===== config.mk =====
export PLATFORM = sky130hd
export DESIGN_NAME = mem_port_arbiter_flat
export DESIGN_NICKNAME = d
export VERILOG_FILES = /design/src/rtl/mem_port_arbiter_pkg.sv /design/src/rtl/mem_port_arbiter_if.sv /design/src/rtl/mem_port_arbiter_latency_counter.sv /design/src/rtl/mem_port_arbiter.sv /design/src/flat_wrapper.sv
export SDC_FILE = /design/constraint.sdc
export NUM_CORES = 1
export LEC_CHECK = 0
export CELL_PAD_IN_SITES_DETAIL_PLACEMENT = 0
export CELL_PAD_IN_SITES_GLOBAL_PLACEMENT = 1
export CORE_AREA = 4 4 189 191
export DETAILED_ROUTE_END_ITERATION = 12
export DIE_AREA = 0 0 193 195
export PLACE_DENSITY_LB_ADDON = 0.2
export SYNTH_ARGS = -nofsm -noshare
export SYNTH_HDL_FRONTEND = slang
export SYNTH_HIERARCHICAL = 1
export SYNTH_SLANG_ARGS = --single-unit

===== constraint.sdc =====
create_clock -name clk -period 2 [get_ports clk]
set_input_delay 0.4 -clock clk [delete_from_list [all_inputs] [get_ports clk]]
set_output_delay 0.4 -clock clk [all_outputs]
set_load 0.02 [all_outputs]

===== src/rtl/mem_port_arbiter_pkg.sv =====
// Shared definitions for the IF/DM unified-memory port arbiter: FSM encodings,
// requester ids, default timing parameters and the doubleword address helper.
package mem_port_arbiter_pkg;

  localparam logic [1:0] ARB_IDLE    = 2'd0;
  localparam logic [1:0] ARB_ISSUE   = 2'd1;
  localparam logic [1:0] ARB_WAIT_RD = 2'd2;

  localparam logic REQ_IF = 1'b0;
  localparam logic REQ_DM = 1'b1;

  localparam int DEF_MEM_LAT    = 2;
  localparam int DEF_STARVE_MAX = 4;
  localparam int CNT_W          = 4;

  typedef logic [CNT_W-1:0] cnt_t;

  function automatic logic [63:0] dw_align(input logic [63:0] addr);
    return {addr[63:3], 3'b000};
  endfunction

endpackage


===== src/rtl/mem_port_arbiter_if.sv =====
// Bundle of fetch, data-memory and memory-side signals around the arbiter.
// slave = arbiter view, master = pipeline/memory environment view.
interface mem_port_arbiter_if;

  logic        if_req;
  logic [63:0] if_addr;
  logic [31:0] if_rdata;
  logic        if_valid;
  logic        if_stall;

  logic        dm_req;
  logic        dm_we;
  logic [63:0] dm_addr;
  logic [63:0] dm_wdata;
  logic [63:0] dm_rdata;
  logic        dm_valid;
  logic        dm_stall;

  logic        mem_en;
  logic        mem_we;
  logic [63:0] mem_addr;
  logic [63:0] mem_wdata;
  logic [63:0] mem_rdata;

  modport slave (
    input  if_req, if_addr, dm_req, dm_we, dm_addr, dm_wdata, mem_rdata,
    output if_rdata, if_valid, if_stall, dm_rdata, dm_valid, dm_stall,
    output mem_en, mem_we, mem_addr, mem_wdata
  );

  modport master (
    output if_req, if_addr, dm_req, dm_we, dm_addr, dm_wdata, mem_rdata,
    input  if_rdata, if_valid, if_stall, dm_rdata, dm_valid, dm_stall,
    input  mem_en, mem_we, mem_addr, mem_wdata
  );

endinterface


===== src/rtl/mem_port_arbiter_latency_counter.sv =====
// Read-latency down-counter: loaded at grant, counts down while an access is
// in flight; done marks the cycle the memory read data is valid.
module arb_latency_counter
  import mem_port_arbiter_pkg::*;
#(
  parameter int LOAD_VAL = DEF_MEM_LAT
) (
  input  logic clk,
  input  logic reset,
  input  logic load,
  input  logic dec,
  output logic done
);

  cnt_t cnt;

  // Load on grant, then decrement down to zero and hold.
  always_ff @(posedge clk) begin
    if (reset) begin
      cnt <= cnt_t'(0);
    end else if (load) begin
      cnt <= cnt_t'(LOAD_VAL);
    end else if (dec && (cnt != cnt_t'(0))) begin
      cnt <= cnt - cnt_t'(1);
    end else begin
      cnt <= cnt;
    end
  end

  assign done = (cnt == cnt_t'(0));

endmodule


===== src/rtl/mem_port_arbiter.sv =====
// Arbitrates the single memory port between instruction fetch and the data
// stage, sequencing one fixed-latency access at a time with starvation guard.
module mem_port_arbiter
  import mem_port_arbiter_pkg::*;
#(
  parameter int MEM_LAT    = DEF_MEM_LAT,
  parameter int STARVE_MAX = DEF_STARVE_MAX
) (
  input  logic               clk,
  input  logic               reset,
  mem_port_arbiter_if.slave  bus
);

  localparam cnt_t STARVE_LIM = cnt_t'(STARVE_MAX);

  logic [1:0] state;
  logic       owner;
  logic       owner_we;
  logic       if_half;
  cnt_t       starve_cnt;
  logic       take_dm;
  logic       take_if;
  logic       lat_done;
  logic       rd_done;
  logic       store_done;
  logic       if_done;
  logic       dm_done;

  // Grant decisions are only taken while idle; a starved fetch overrides DM.
  always_comb begin
    take_dm = 1'b0;
    take_if = 1'b0;
    if (state == ARB_IDLE) begin
      if (bus.dm_req && !(bus.if_req && (starve_cnt == STARVE_LIM))) begin
        take_dm = 1'b1;
      end else if (bus.if_req) begin
        take_if = 1'b1;
      end else begin
        take_dm = 1'b0;
        take_if = 1'b0;
      end
    end else begin
      take_dm = 1'b0;
      take_if = 1'b0;
    end
  end

  arb_latency_counter #(.LOAD_VAL(MEM_LAT)) u_lat (
    .clk   (clk),
    .reset (reset),
    .load  (take_dm | take_if),
    .dec   (state != ARB_IDLE),
    .done  (lat_done)
  );

  // Access sequencing; the winner and its access type stay fixed until completion.
  always_ff @(posedge clk) begin
    if (reset) begin
      state    <= ARB_IDLE;
      owner    <= REQ_IF;
      owner_we <= 1'b0;
      if_half  <= 1'b0;
    end else begin
      case (state)
        ARB_IDLE: begin
          if (take_dm || take_if) begin
            state    <= ARB_ISSUE;
            owner    <= take_dm ? REQ_DM : REQ_IF;
            owner_we <= take_dm & bus.dm_we;
            if_half  <= take_if ? bus.if_addr[2] : if_half;
          end else begin
            state <= ARB_IDLE;
          end
        end
        ARB_ISSUE:   state <= store_done ? ARB_IDLE : ARB_WAIT_RD;
        ARB_WAIT_RD: state <= lat_done ? ARB_IDLE : ARB_WAIT_RD;
        default:     state <= ARB_IDLE;
      endcase
    end
  end

  // Starvation counter: counts DM wins that left a fetch waiting.
  always_ff @(posedge clk) begin
    if (reset || take_if) begin
      starve_cnt <= cnt_t'(0);
    end else if (take_dm) begin
      if (!bus.if_req) begin
        starve_cnt <= cnt_t'(0);
      end else if (starve_cnt != STARVE_LIM) begin
        starve_cnt <= starve_cnt + cnt_t'(1);
      end else begin
        starve_cnt <= starve_cnt;
      end
    end else begin
      starve_cnt <= starve_cnt;
    end
  end

  // Memory strobe is a single-cycle pulse in the ISSUE cycle; address/data hold.
  always_ff @(posedge clk) begin
    if (reset) begin
      bus.mem_en    <= 1'b0;
      bus.mem_we    <= 1'b0;
      bus.mem_addr  <= 64'h0;
      bus.mem_wdata <= 64'h0;
    end else if (take_dm || take_if) begin
      bus.mem_en    <= 1'b1;
      bus.mem_we    <= take_dm & bus.dm_we;
      bus.mem_addr  <= dw_align(take_dm ? bus.dm_addr : bus.if_addr);
      bus.mem_wdata <= take_dm ? bus.dm_wdata : bus.mem_wdata;
    end else begin
      bus.mem_en    <= 1'b0;
      bus.mem_we    <= 1'b0;
      bus.mem_addr  <= bus.mem_addr;
      bus.mem_wdata <= bus.mem_wdata;
    end
  end

  assign rd_done    = (state == ARB_WAIT_RD) && lat_done;
  assign store_done = (state == ARB_ISSUE) && (owner == REQ_DM) && owner_we;
  assign if_done    = rd_done && (owner == REQ_IF);
  assign dm_done    = store_done || (rd_done && (owner == REQ_DM));

  assign bus.if_valid = if_done;
  assign bus.dm_valid = dm_done;
  assign bus.if_rdata = if_done ? (if_half ? bus.mem_rdata[63:32] : bus.mem_rdata[31:0]) : 32'h0;
  assign bus.dm_rdata = (rd_done && (owner == REQ_DM)) ? bus.mem_rdata : 64'h0;
  assign bus.if_stall = bus.if_req & ~if_done;
  assign bus.dm_stall = bus.dm_req & ~dm_done;

endmodule


===== src/flat_wrapper.sv =====
// flat-port wrapper written by rule: the top's interface ports become plain ports
module mem_port_arbiter_flat import mem_port_arbiter_pkg::*;
#(
  parameter int MEM_LAT    = DEF_MEM_LAT,
  parameter int STARVE_MAX = DEF_STARVE_MAX
)
  (clk, reset, bus_if_req, bus_if_addr, bus_dm_req, bus_dm_we, bus_dm_addr, bus_dm_wdata, bus_mem_rdata, bus_if_rdata, bus_if_valid, bus_if_stall, bus_dm_rdata, bus_dm_valid, bus_dm_stall, bus_mem_en, bus_mem_we, bus_mem_addr, bus_mem_wdata);
  mem_port_arbiter_if bus_i ();
  input  logic clk;
  input  logic reset;
  input wire logic [$bits(bus_i.if_req)-1:0] bus_if_req;
  input wire logic [$bits(bus_i.if_addr)-1:0] bus_if_addr;
  input wire logic [$bits(bus_i.dm_req)-1:0] bus_dm_req;
  input wire logic [$bits(bus_i.dm_we)-1:0] bus_dm_we;
  input wire logic [$bits(bus_i.dm_addr)-1:0] bus_dm_addr;
  input wire logic [$bits(bus_i.dm_wdata)-1:0] bus_dm_wdata;
  input wire logic [$bits(bus_i.mem_rdata)-1:0] bus_mem_rdata;
  output wire logic [$bits(bus_i.if_rdata)-1:0] bus_if_rdata;
  output wire logic [$bits(bus_i.if_valid)-1:0] bus_if_valid;
  output wire logic [$bits(bus_i.if_stall)-1:0] bus_if_stall;
  output wire logic [$bits(bus_i.dm_rdata)-1:0] bus_dm_rdata;
  output wire logic [$bits(bus_i.dm_valid)-1:0] bus_dm_valid;
  output wire logic [$bits(bus_i.dm_stall)-1:0] bus_dm_stall;
  output wire logic [$bits(bus_i.mem_en)-1:0] bus_mem_en;
  output wire logic [$bits(bus_i.mem_we)-1:0] bus_mem_we;
  output wire logic [$bits(bus_i.mem_addr)-1:0] bus_mem_addr;
  output wire logic [$bits(bus_i.mem_wdata)-1:0] bus_mem_wdata;
  assign bus_i.if_req = bus_if_req;
  assign bus_i.if_addr = bus_if_addr;
  assign bus_i.dm_req = bus_dm_req;
  assign bus_i.dm_we = bus_dm_we;
  assign bus_i.dm_addr = bus_dm_addr;
  assign bus_i.dm_wdata = bus_dm_wdata;
  assign bus_i.mem_rdata = bus_mem_rdata;
  assign bus_if_rdata = bus_i.if_rdata;
  assign bus_if_valid = bus_i.if_valid;
  assign bus_if_stall = bus_i.if_stall;
  assign bus_dm_rdata = bus_i.dm_rdata;
  assign bus_dm_valid = bus_i.dm_valid;
  assign bus_dm_stall = bus_i.dm_stall;
  assign bus_mem_en = bus_i.mem_en;
  assign bus_mem_we = bus_i.mem_we;
  assign bus_mem_addr = bus_i.mem_addr;
  assign bus_mem_wdata = bus_i.mem_wdata;
  mem_port_arbiter #(.MEM_LAT(MEM_LAT), .STARVE_MAX(STARVE_MAX)) u_core (.clk(clk), .reset(reset), .bus(bus_i));
endmodule

Word-level counts from Yosys, hierarchy flattened
Cells that the tools add are included.
{"block": "word_totals", "regBits": 140, "in_bits": 261, "out_inout_bits": 230, "elab_cells": 68}
{"block": "classes", "n_addsub": 2, "n_eq_ne": 5, "mux": 19, "bitwise_logic": 8, "reduce_logical": 23}
{"op": "$mux 64", "n": 2}
{"op": "$mux 32", "n": 2}
{"op": "$logic_and 1x1->1", "n": 8}
{"op": "$mux 1", "n": 8}
{"op": "$mux 2", "n": 4}
{"op": "$mux 4", "n": 2}
{"op": "$pmux 2 s3", "n": 1}
{"op": "$reduce_and 2->1", "n": 3}
{"op": "$add 4x1->4 const B", "n": 1}
{"op": "$eq 4x3->1 const B", "n": 1}
{"op": "$logic_not 4->1", "n": 1}
{"op": "$ne 4x3->1 const B", "n": 1}
{"op": "$not 1->1", "n": 4}
{"op": "$reduce_bool 2->1", "n": 2}
{"op": "$reduce_bool 4->1", "n": 1}
{"op": "$reduce_or 2->1", "n": 2}
{"op": "$sub 4x1->4 const B", "n": 1}
{"op": "$and 1x1->1", "n": 3}
{"op": "$logic_or 1x1->1", "n": 3}
{"op": "$reduce_and 3->1", "n": 1}
{"op": "$eq 2x1->1 const B", "n": 1}
{"op": "$eq 2x2->1 const B", "n": 1}
{"op": "$logic_not 2->1", "n": 1}
{"op": "$ne 2x1->1 const B", "n": 1}
{"op": "2 further kinds", "n": 2}

Depth between registers and ports, before layout
{"block": "logic_depth", "depth_word": 9, "mapped_depth": 9}

By module
Netlist, hierarchy kept.
{"module": "mem_port_arbiter", "n_inst": 1, "cells_each": 764, "area_each_um2": 6457.4}
{"module": "arb_latency_counter", "n_inst": 1, "cells_each": 25, "area_each_um2": 211.5}

Worst setup path before layout
Ideal clock, no wire load.
{"block": "synth_path", "path_type": "register to output", "from": "reg u_core.u_lat.cnt[0]", "to": "out bus_if_rdata[10]", "arrival_ns": 1.882, "required_time_ns": 1.600, "path_slack_ns": -0.282, "path_stages_with_launch": 10, "path_cell_list": "dfxtp_1 -> inv_1 -> ha_1 -> or3b_1 -> inv_2 -> nand3b_1 -> nand2b_1 -> clkbuf_1 -> buf_2 -> nor2_1"}
{"block": "synth_between", "elab_chain_cells": 4}
{"item": "from (decl)", "line": "mem_port_arbiter_latency_counter.sv:15", "rtl": "cnt_t cnt;"}
{"item": "from (signal assigned)", "line": "mem_port_arbiter_latency_counter.sv:20", "rtl": "cnt <= cnt_t'(0);"}
{"item": "from (signal assigned)", "line": "mem_port_arbiter_latency_counter.sv:22", "rtl": "cnt <= cnt_t'(LOAD_VAL);"}
{"item": "from (signal assigned)", "line": "mem_port_arbiter_latency_counter.sv:24", "rtl": "cnt <= cnt - cnt_t'(1);"}
{"item": "$logic_not 4->1", "line": "mem_port_arbiter_latency_counter.sv:30", "rtl": "assign done = (cnt == cnt_t'(0));"}
{"item": "net u_core.lat_done", "line": "mem_port_arbiter.sv:23", "rtl": "logic lat_done;"}
{"item": "$logic_and 1x1->1", "line": "mem_port_arbiter.sv:119", "rtl": "assign rd_done = (state == ARB_WAIT_RD) && lat_done;"}
{"item": "$logic_and 1x1->1", "line": "mem_port_arbiter.sv:121", "rtl": "assign if_done = rd_done && (owner == REQ_IF);"}
{"item": "$mux 32", "line": "mem_port_arbiter.sv:126", "rtl": "assign bus.if_rdata = if_done ? (if_half ? bus.mem_rdata[63:32] : bus.mem_rdata[31:0]) : 32'h0;"}
{"item": "to (decl)", "line": "flat_wrapper.sv:18", "rtl": "output wire logic [$bits(bus_i.if_rdata)-1:0] bus_if_rdata;"}
The timed path passes the listed nets, and every way through them passes these cells.

Final worst setup path
{"block": "layout_path", "from": "reg u_core.u_lat.cnt[0]", "to": "out bus_dm_rdata[62]"}
{"block": "layout_between", "elab_chain_cells": 4}
{"item": "$logic_not 4->1", "line": "mem_port_arbiter_latency_counter.sv:30"}
{"item": "net u_core.lat_done", "line": "mem_port_arbiter.sv:23"}
{"item": "$logic_and 1x1->1", "line": "mem_port_arbiter.sv:119"}
{"item": "$logic_and 1x1->1", "line": "mem_port_arbiter.sv:127", "rtl": "assign bus.dm_rdata = (rd_done && (owner == REQ_DM)) ? bus.mem_rdata : 64'h0;"}
{"item": "$mux 64", "line": "mem_port_arbiter.sv:127"}
{"item": "to (decl)", "line": "flat_wrapper.sv:21", "rtl": "output wire logic [$bits(bus_i.dm_rdata)-1:0] bus_dm_rdata;"}
The timed path passes the listed nets, and every way through them passes these cells.

==> flow_metrics.tcl <==
set metrics [dict create \
    tritoncts "done" \
    power.switching_w 0.00272 \
    path_cells "inv_2 > ha_4 > or3b_4 > inv_2 > nand3b_1 > nor2_4 > buf_12 > buf_12 > clkbuf_16 > and2_4 > buf_6" \
    intPower_w 0.00672 \
    io_buffers 482 \
    crit_slowest_cell "or3b_4" \
    timing.hold.ws_ns 0.442 \
    clock_latency_ns 0.43 \
    grt_pass1_wl_microns 44300 \
    synth_cells 789 \
    swShare_pct 28.8 \
    synth_cell_types 44 \
    fmax_mhz 364 \
    cp_top_family "simple AND/OR/NAND/NOR gates" \
    p_comb_share_pct 29.3 \
    cp.arrival_ns 2.35 \
    yosys_warnings 6 \
    overflow 0 \
    synth_area_sq_um 6670 \
    num_rows 68 \
    clock-skew-final_ns 0.00925 \
    setup.worst_path.end_class "output pin" \
    setup_viol 100 \
    route.detailed.drc 0 \
    wirelength_microns 31700 \
    num_antenna_cells 0 \
    globalplace.congestion 0.780 \
    cts_buffers 17 \
    drive_above_1_share_pct 25.2 \
    status "finished with violations" \
    grt_max_degree 53 \
    critPathRequiredTime_ns 1.60 \
    layout_min_cycle_time_ns 2.75 \
    async_flop_share_pct 0 \
    violations "negative setup slack" \
    maxCapViolations 0 \
    synth-seq-area-share_pct 42.0 \
    die_x_microns 193 \
    die_area_sq_um 37600 \
    drv_slew 0 \
    final_util_pct 40.5 \
    dieHeight_microns 195 \
    cts_sinks 140 \
    cts_buffer_depth 2 \
    avgSynthCellArea_sq_um 8.45 \
    synth.top_cell.area_share_pct 42.0 \
    synth_common_cells "140 x dfxtp_1, 135 x nand2_1, 101 x nor2_1" \
    vias 7441 \
    synth.largest_area_cell "dfxtp_1" \
    worst_pin_slew_ns 0.527 \
    fin_crit_sh_pct 137 \
    antenna_found_initial 0 \
    start_kind "flop" \
    synthMostInstantiatedCell "dfxtp_1" \
    drt_iter0_drc 193 \
    clkTransAtPathRegs_ns 0.06 \
    cp_num_buf_inv 6 \
    synth_edf_count 0 \
    leakage_nw 5.36 \
    hold_viol 0 \
    rsz0062_at_grt "yes" \
    critical_path.max_stage_delay_ns 0.37 \
    io_pins 491 \
    vdd_drop_max_mv 0.426 \
    cts_max_level 4 \
    slew_headroom_pct 64.9 \
    p_per_area_nw_per_um2 684 \
    grt_pass1_vias 7347 \
    dp_hpwl_microns 23900 \
    setup_slack_ns -0.748 \
    fin_nets 1572 \
    synthFlopType "dfxtp_1" \
    core_area_sq_um 34100 \
    drt.antenna.violating_nets 0 \
    clockRootBuffer "clkbuf_16" \
    start_util_pct 19.5 \
    cp_max_fo 6 \
    worstSetupPathType "flop to output pin" \
    hold_class "input port to flop" \
    power_frac_seq_pct 33.6 \
    ys_ff_latch 140 \
    viasPerCell 4.19 \
    areaGrowthSynthToFinish_pct 107 \
    firstDrtPassIters 4 \
    avgRoutedWirePerCell_microns 17.8 \
    yosys-top-cells-area "dfxtp_1 42%, mux2i_1 14%, nand2_1 7.6%" \
    p_clk_share_pct 37.1 \
    grt_usage_pct 15.3 \
]
## kinds of logic after synthesis
logic type / synth area share (%)
other: 0.0562
DFF: 42.0
buffers and inverters: 7.17
AOI/OAI and AO/OA: 13.4
xor gates and xnor gates: 0.131
muxes: 14.1
and+or+nand+nor: 22.6
adders and majority gates: 0.563
## what timing repair did
action | 4_1_cts | 5_1_grt
gates resized for setup | 438 | 167
pin swaps | 2 | 12
endpoints found under the setup margin | 100 | 100
hold buffers | 0 | 0
setup buffers | 5 | 6
endpoints found under the hold margin | 0 | 0
cloned | 1 | 6
## area by class of cell
| class | count | area [sq um] |
|---|---|---|
| Tap cell | 455 | 569 |
| Timing Repair Buffer | 567 | 5940 |
| Multi-Input combinational cell | 572 | 3820 |
| Fill cell | 3422 | 20300 |
| Clock buffer | 21 | 480 |
| Sequential cell | 140 | 2810 |
| Inverter | 10 | 37.5 |
| Clock inverter | 11 | 164 |
## flip-flops by register name (all words and copies together) (netlist names), 2 cells and up
| name | count |
|---|---|
| u_core/bus.mem_addr | 61 |
| u_core/state | 2 |
| u_core/starve_cnt | 4 |
| u_core/u_lat/cnt | 4 |
| u_core/bus.mem_wdata | 64 |
## power groups by stage
stage                     sequential, W  combinational, W  clock [W]
final                           0.00317           0.00277    0.00350
after global routing            0.00320           0.00295    0.00373
after CTS                       0.00317           0.00277    0.00364
after detailed placement        0.00323           0.00275          0
after global placement          0.00323           0.00276          0
after floorplan                 0.00352          0.000999          0
## through the flow
step	TNS [ns]	worst slack, ns	instances	area (sq um)	total power [W]
after detailed placement	-81.95	-0.705	1727	12700	0.00598
after floorplan	-9.71	-0.148	791	7150	0.00452
final	-65.38	-0.748	1776	13800	0.00945
after CTS	-70.24	-0.782	1765	13600	0.00959
after global placement	-79.39	-0.675	1727	12700	0.00598
after global routing	-77.83	-0.873	1776	13800	0.00988
## path summary, 6_finish.rpt
path,start,endpoint,slack [ns],cells after the start
min reg2reg,u_core/bus.mem_wdata[53],u_core/bus.mem_wdata[53],0.45,2
max reg2reg,u_core/starve_cnt[0],u_core/bus.mem_wdata[38],0.24,7
min,reset,u_core/if_half,0.44,2
max,u_core/u_lat/cnt[0],bus_dm_rdata[62],-0.75,11
## layout by cell type (no fill, tap or decap), drive strengths merged, types with 2 or more instances in the layout
master	instances
and2	65
nand2	135
buf	175
clkdlybuf4s15	6
o21ai	2
clkbuf	26
a32oi	2
nor2	103
clkinv	5
inv	10
nor3b	2
nand3	4
clkinvlp	2
a21boi	2
nand2b	4
a211oi	62
and3	2
mux2i	94
bufinv	4
a21oi	71
nor3	2
nor2b	3
clkdlybuf4s50	381
dfxtp	140
ha	3
conb	3
## routing by layer
layer  vias to the layer above  part of all wire, %  global-route usage, %
met2                       291                   52                   28.7
met5                         -                    0                      0
met1                      3408                   37                   16.2
met3                        28                  9.0                   5.02
met4                         0                  1.7                   4.25
li1                       3714                    -                      -
(Power assumes the default switching activity.)
==> RTL change 1, RTL diff (same flow settings) <==
Reset style: asynchronous (`reset`), changed in 3 clocked blocks.
--- a/src/rtl/mem_port_arbiter_latency_counter.sv
+++ b/src/rtl/mem_port_arbiter_latency_counter.sv
@@ -17,3 +17,3 @@
   // Load on grant, then decrement down to zero and hold.
-  always_ff @(posedge clk) begin
+  always_ff @(posedge clk or posedge reset) begin
     if (reset) begin
--- a/src/rtl/mem_port_arbiter.sv
+++ b/src/rtl/mem_port_arbiter.sv
@@ -56,3 +56,3 @@
   // Access sequencing; the winner and its access type stay fixed until completion.
-  always_ff @(posedge clk) begin
+  always_ff @(posedge clk or posedge reset) begin
     if (reset) begin
@@ -99,3 +99,3 @@
   // Memory strobe is a single-cycle pulse in the ISSUE cycle; address/data hold.
-  always_ff @(posedge clk) begin
+  always_ff @(posedge clk or posedge reset) begin
     if (reset) begin
Check against the original RTL: differs if reset is asserted again (counterexample within 4 cycles, from zero or initial values and one cycle with reset high); with reset held inactive, the same outputs for 4 cycles.
==> RTL change 1 against the unedited design <==
Design area grew 4.2%. Non-clock buffer count is 17 higher. Routed wire length rose by 7.4%. Setup slack improved by 0.13 ns. Final cell count fell by 6.1%. Sequential cell count did not move. The flow still finishes with violations (negative setup slack). Clock skew fell by 0.0022 ns. Critical path type unchanged. Synthesized area grew 3.0%. Critical path depth decreased by 2. Largest cell class unchanged.
Power is not compared: it rests on default switching activity, and its combinational part moved more than twofold at a synthesized area within 25%.
==> RTL change 1: results (changes against the unedited design) <==
metric;value;unit;change
outcome;complete, but fails checks;;
violations in the final reports;negative setup slack;;
top post-synthesis cells by area;dfrtp_1 (50%), mux2_2 (6.4%), and2_1 (6.1%);;
Crit-path slowest cell;dfrtp_1;;
routed wire length per instance;20.4;um;+14%
fraction of final layout cells sized beyond drive strength 1;34.4;%;+9.2 points
ranking of synthesized cells by instance count;dfrtp_1 (136), nor2_1 (104), and2_1 (67);;
amount of wire on met3 after detailed routing;3500;um;+22%
Synth Instances;646;;-18%
pin count of the biggest net entering global routing;60;;+13%
Critical Path Sink;bus_if_stall;;
Fillers;3263;;-4.6%
Total Nets Final;1465;;-6.8%
compound-gate portion of the synthesized area;11.7;%;-1.7 points
total of endpoints with negative setup slack in the final report;100;;unchanged
XOR/XNOR share of the synthesized area;0;%;-0.13 points
worst setup timing slack at the placement stage;-0.558;ns;+0.147 ns
least setup slack across all paths after layout;-0.618;ns;+0.130 ns
antenna violations before repair;2;;+2
final wirelength;34000;um;+7.4%
worst clock skew on the final layout;0.00702;ns;-0.00223 ns
routability-driven placement congestion ratio;0.749;;-4.0%
adder and majority gate portion of the synthesized area;0.729;%;+0.17 points
sequential fraction of the synthesis area;50.7;%;+8.7 points
global-route met3 utilization;6.95;%;+1.9 points
GRT Overall Usage;17.1;%;+1.8 points
delay of the slowest cell on the worst path;0.39;ns;+0.02 ns
met1 usage in global routing;18.1;%;+1.9 points
vias in the first global route;7850;;+6.8%
HP Class;in -> async;;
Post-DP Area;13000;um2;+2.4%
uppermost signal routing layer after detailed routing;met5;;
post-route worst hold slack;0.438;ns;-0.00423 ns
==> RTL change 1: cell types whose count changed after synthesis, sizes merged, moves of 9 or more <==
cell / delta
buf: -9
mux2: +66
o22ai: +61
nand2: -124
dfrtp: +136
clkbuf: -9
a211oi: -62
mux2i: -61
dfxtp: -136
==> RTL change 1: power breakdown <==
group | internal, W | leakage [nW] | switching (W)
sequential | 0.00420 | 1.58 | 0.000763
clock | 0.00220 | 0.308 | 0.00127
combinational | 0.00519 | 4.21 | 0.00512
total | 0.0116 | 6.10 | 0.00715
==> RTL change 1: area by class of cell <==
cell class | count | area [um2] | share of cell area (%)
multi-input combinational | 443 | 3520 | 24.5
tap | 455 | 569 | 3.95
clock inverter | 9 | 159 | 1.10
inverter | 14 | 56.3 | 0.391
sequential | 140 | 3480 | 24.2
clock buffer | 23 | 478 | 3.32
timing repair buffer | 584 | 6130 | 42.6
==> RTL change 1: timing repair <==
action                     CTS  global route
setup endpoints to repair  100           103
setup buffers               24             3
pin swaps                   17            41
cloned                       5             3
gates resized for setup    567           109
==> RTL change 2, RTL diff (same settings) <==
Without the edit above. Set the package constant `CNT_W` to 3 (it was 4).
--- a/src/rtl/mem_port_arbiter_pkg.sv
+++ b/src/rtl/mem_port_arbiter_pkg.sv
@@ -13,3 +13,3 @@
   localparam int DEF_STARVE_MAX = 4;
-  localparam int CNT_W          = 4;
+  localparam int CNT_W          = 3;
 
Check against the original RTL: no difference found for any inputs over 4 cycles, from zero or initial values and one cycle with reset high; that may be too few to reach the edited logic, so the function may still have changed.
==> RTL change 2 against the unedited design <==
The run still ends with negative setup slack left. Critical endpoint is now bus_dm_rdata[21]. Register-to-register slack worse by 0.09 ns. Synthesized area down 4.1%. Via count rose by 3.0%. Setup slack better by 0.34 ns. Critical path type unchanged. Routed wire length up 4.2%. Sequential cell count fell by 2. Non-clock buffer count down 6. Design area decreased by 1.2%. Largest power group unchanged. Power fell by 0.74%.
==> RTL change 2: results (changes against the unedited design) <==
metric;value;unit;change
Crit-path slowest cell;dfxtp_2;;
setup TNS;-34.34;ns;+31.04 ns
DP Cell Count;1765;;+2.2%
vias in the first global route;7853;;+6.9%
worst setup timing slack at the placement stage;-0.439;ns;+0.266 ns
amount of wire on met3 after detailed routing;2650;um;-7.4%
number of different library cells in the post-synthesis netlist;34;;-23%
detailed placement HPWL;23900;um;-0.21%
Critical Path AT;2.01;ns;-0.34 ns
global-route met3 utilization;5.35;%;+0.32 points
pin count of the biggest net entering global routing;54;;+1.9%
ranking of synthesized cells by instance count;nand2_1 (195), dfxtp_1 (138), a21oi_1 (135);;
FF/Latch Area;2770;um2;-1.4%
leakage power;5.26;nW;-2.0%
least setup slack across all paths after layout;-0.410;ns;+0.338 ns
GR met2 Demand/Resource;27.2;%;-1.5 points
reg-to-reg critical path endpoint;u_core/bus.mem_addr[24];;
Hold Path Sink;u_core/bus.mem_wdata[19];;
adder and majority gate portion of the synthesized area;0.783;%;+0.22 points
post-route worst hold slack;0.453;ns;+0.0106 ns
outcome;complete, but fails checks;;
mean instance size in the synthesized netlist;7.62;um2;-9.8%
violations in the final reports;negative setup slack;;
number of sequential cells;138;;-1.4%
XOR/XNOR share of the synthesized area;0.137;%;+0.0057 points
fraction of final layout cells sized beyond drive strength 1;24.0;%;-1.2 points
relative contribution of combinational cells to total power;30.6;%;+1.3 points
Vias;7663;;+3.0%
number of iterations in the first detailed-routing pass;5;;+1
part of the total power dissipated in the clock network;35.9;%;-1.2 points
clock buffer count;18;;-14%
Fillers;3490;;+2.0%
Total Nets Final;1612;;+2.5%
routability-driven placement congestion ratio;0.859;;+10%
Clock group;0.00336;W;-4%
met1 usage in global routing;21.6;%;+5.5 points
Critical Path Sink;bus_dm_rdata[21];;
first-iteration detailed-routing DRC count;234;;+21%
compound-gate portion of the synthesized area;18.6;%;+5.2 points
maximum fanout count along the critical path;8;;+2
internal power of the cells;0.00649;W;-3.5%
total of endpoints with negative setup slack in the final report;100;;unchanged
final wirelength;33000;um;+4.2%
global-route wire length before repair;48400;um;+9.3%
routed wire length per instance;18.2;um;+1.9%
non-clock buffering overhead in the final layout;43.9;%;+0.87 points
start point of the worst min-delay path;u_core/bus.mem_wdata[19];;
Multi-In Gates;619;;+8.2%
clock buffer and inverter area fraction after layout;4.49;%;-0.17 points
wire length on met2;15800;um;-5.2%
[RTL change 2: cell types whose count changed after synthesis, sizes merged, moves of 3 or more]
cell	before	now
a21oi	71	135
mux2i	94	33
nand2	135	195
clkbuf	28	48
buf	41	26
nand2b	4	1
nand3	4	1
[RTL change 2: logic make-up (layout without fill, tap and decap cells)]
logic type / count (synthesis) / after routing
simple gates: 376 / 376
fa+ha+maj: 4 / 4
compound gates: 202 / 202
other cells: 1 / 4
flops: 138 / 138
xor+xnor: 1 / 1
mux: 33 / 33
buf+inv: 84 / 603
[RTL change 2: worst max-delay path: cells and delay by family (launching register included)]
kind,cells,cell delay (ns)
and+or+nand+nor,3,0.38
adders and majority gates,2,0.30
buffers and inverters,5,0.56
DFF,1,0.33
[RTL change 2: timing repair]
action	4_1_cts	5_1_grt
setup endpoints to repair	100	100
gates cloned	8	0
resized for setup	734	26
pin swaps	47	16
setup buffers	12	3
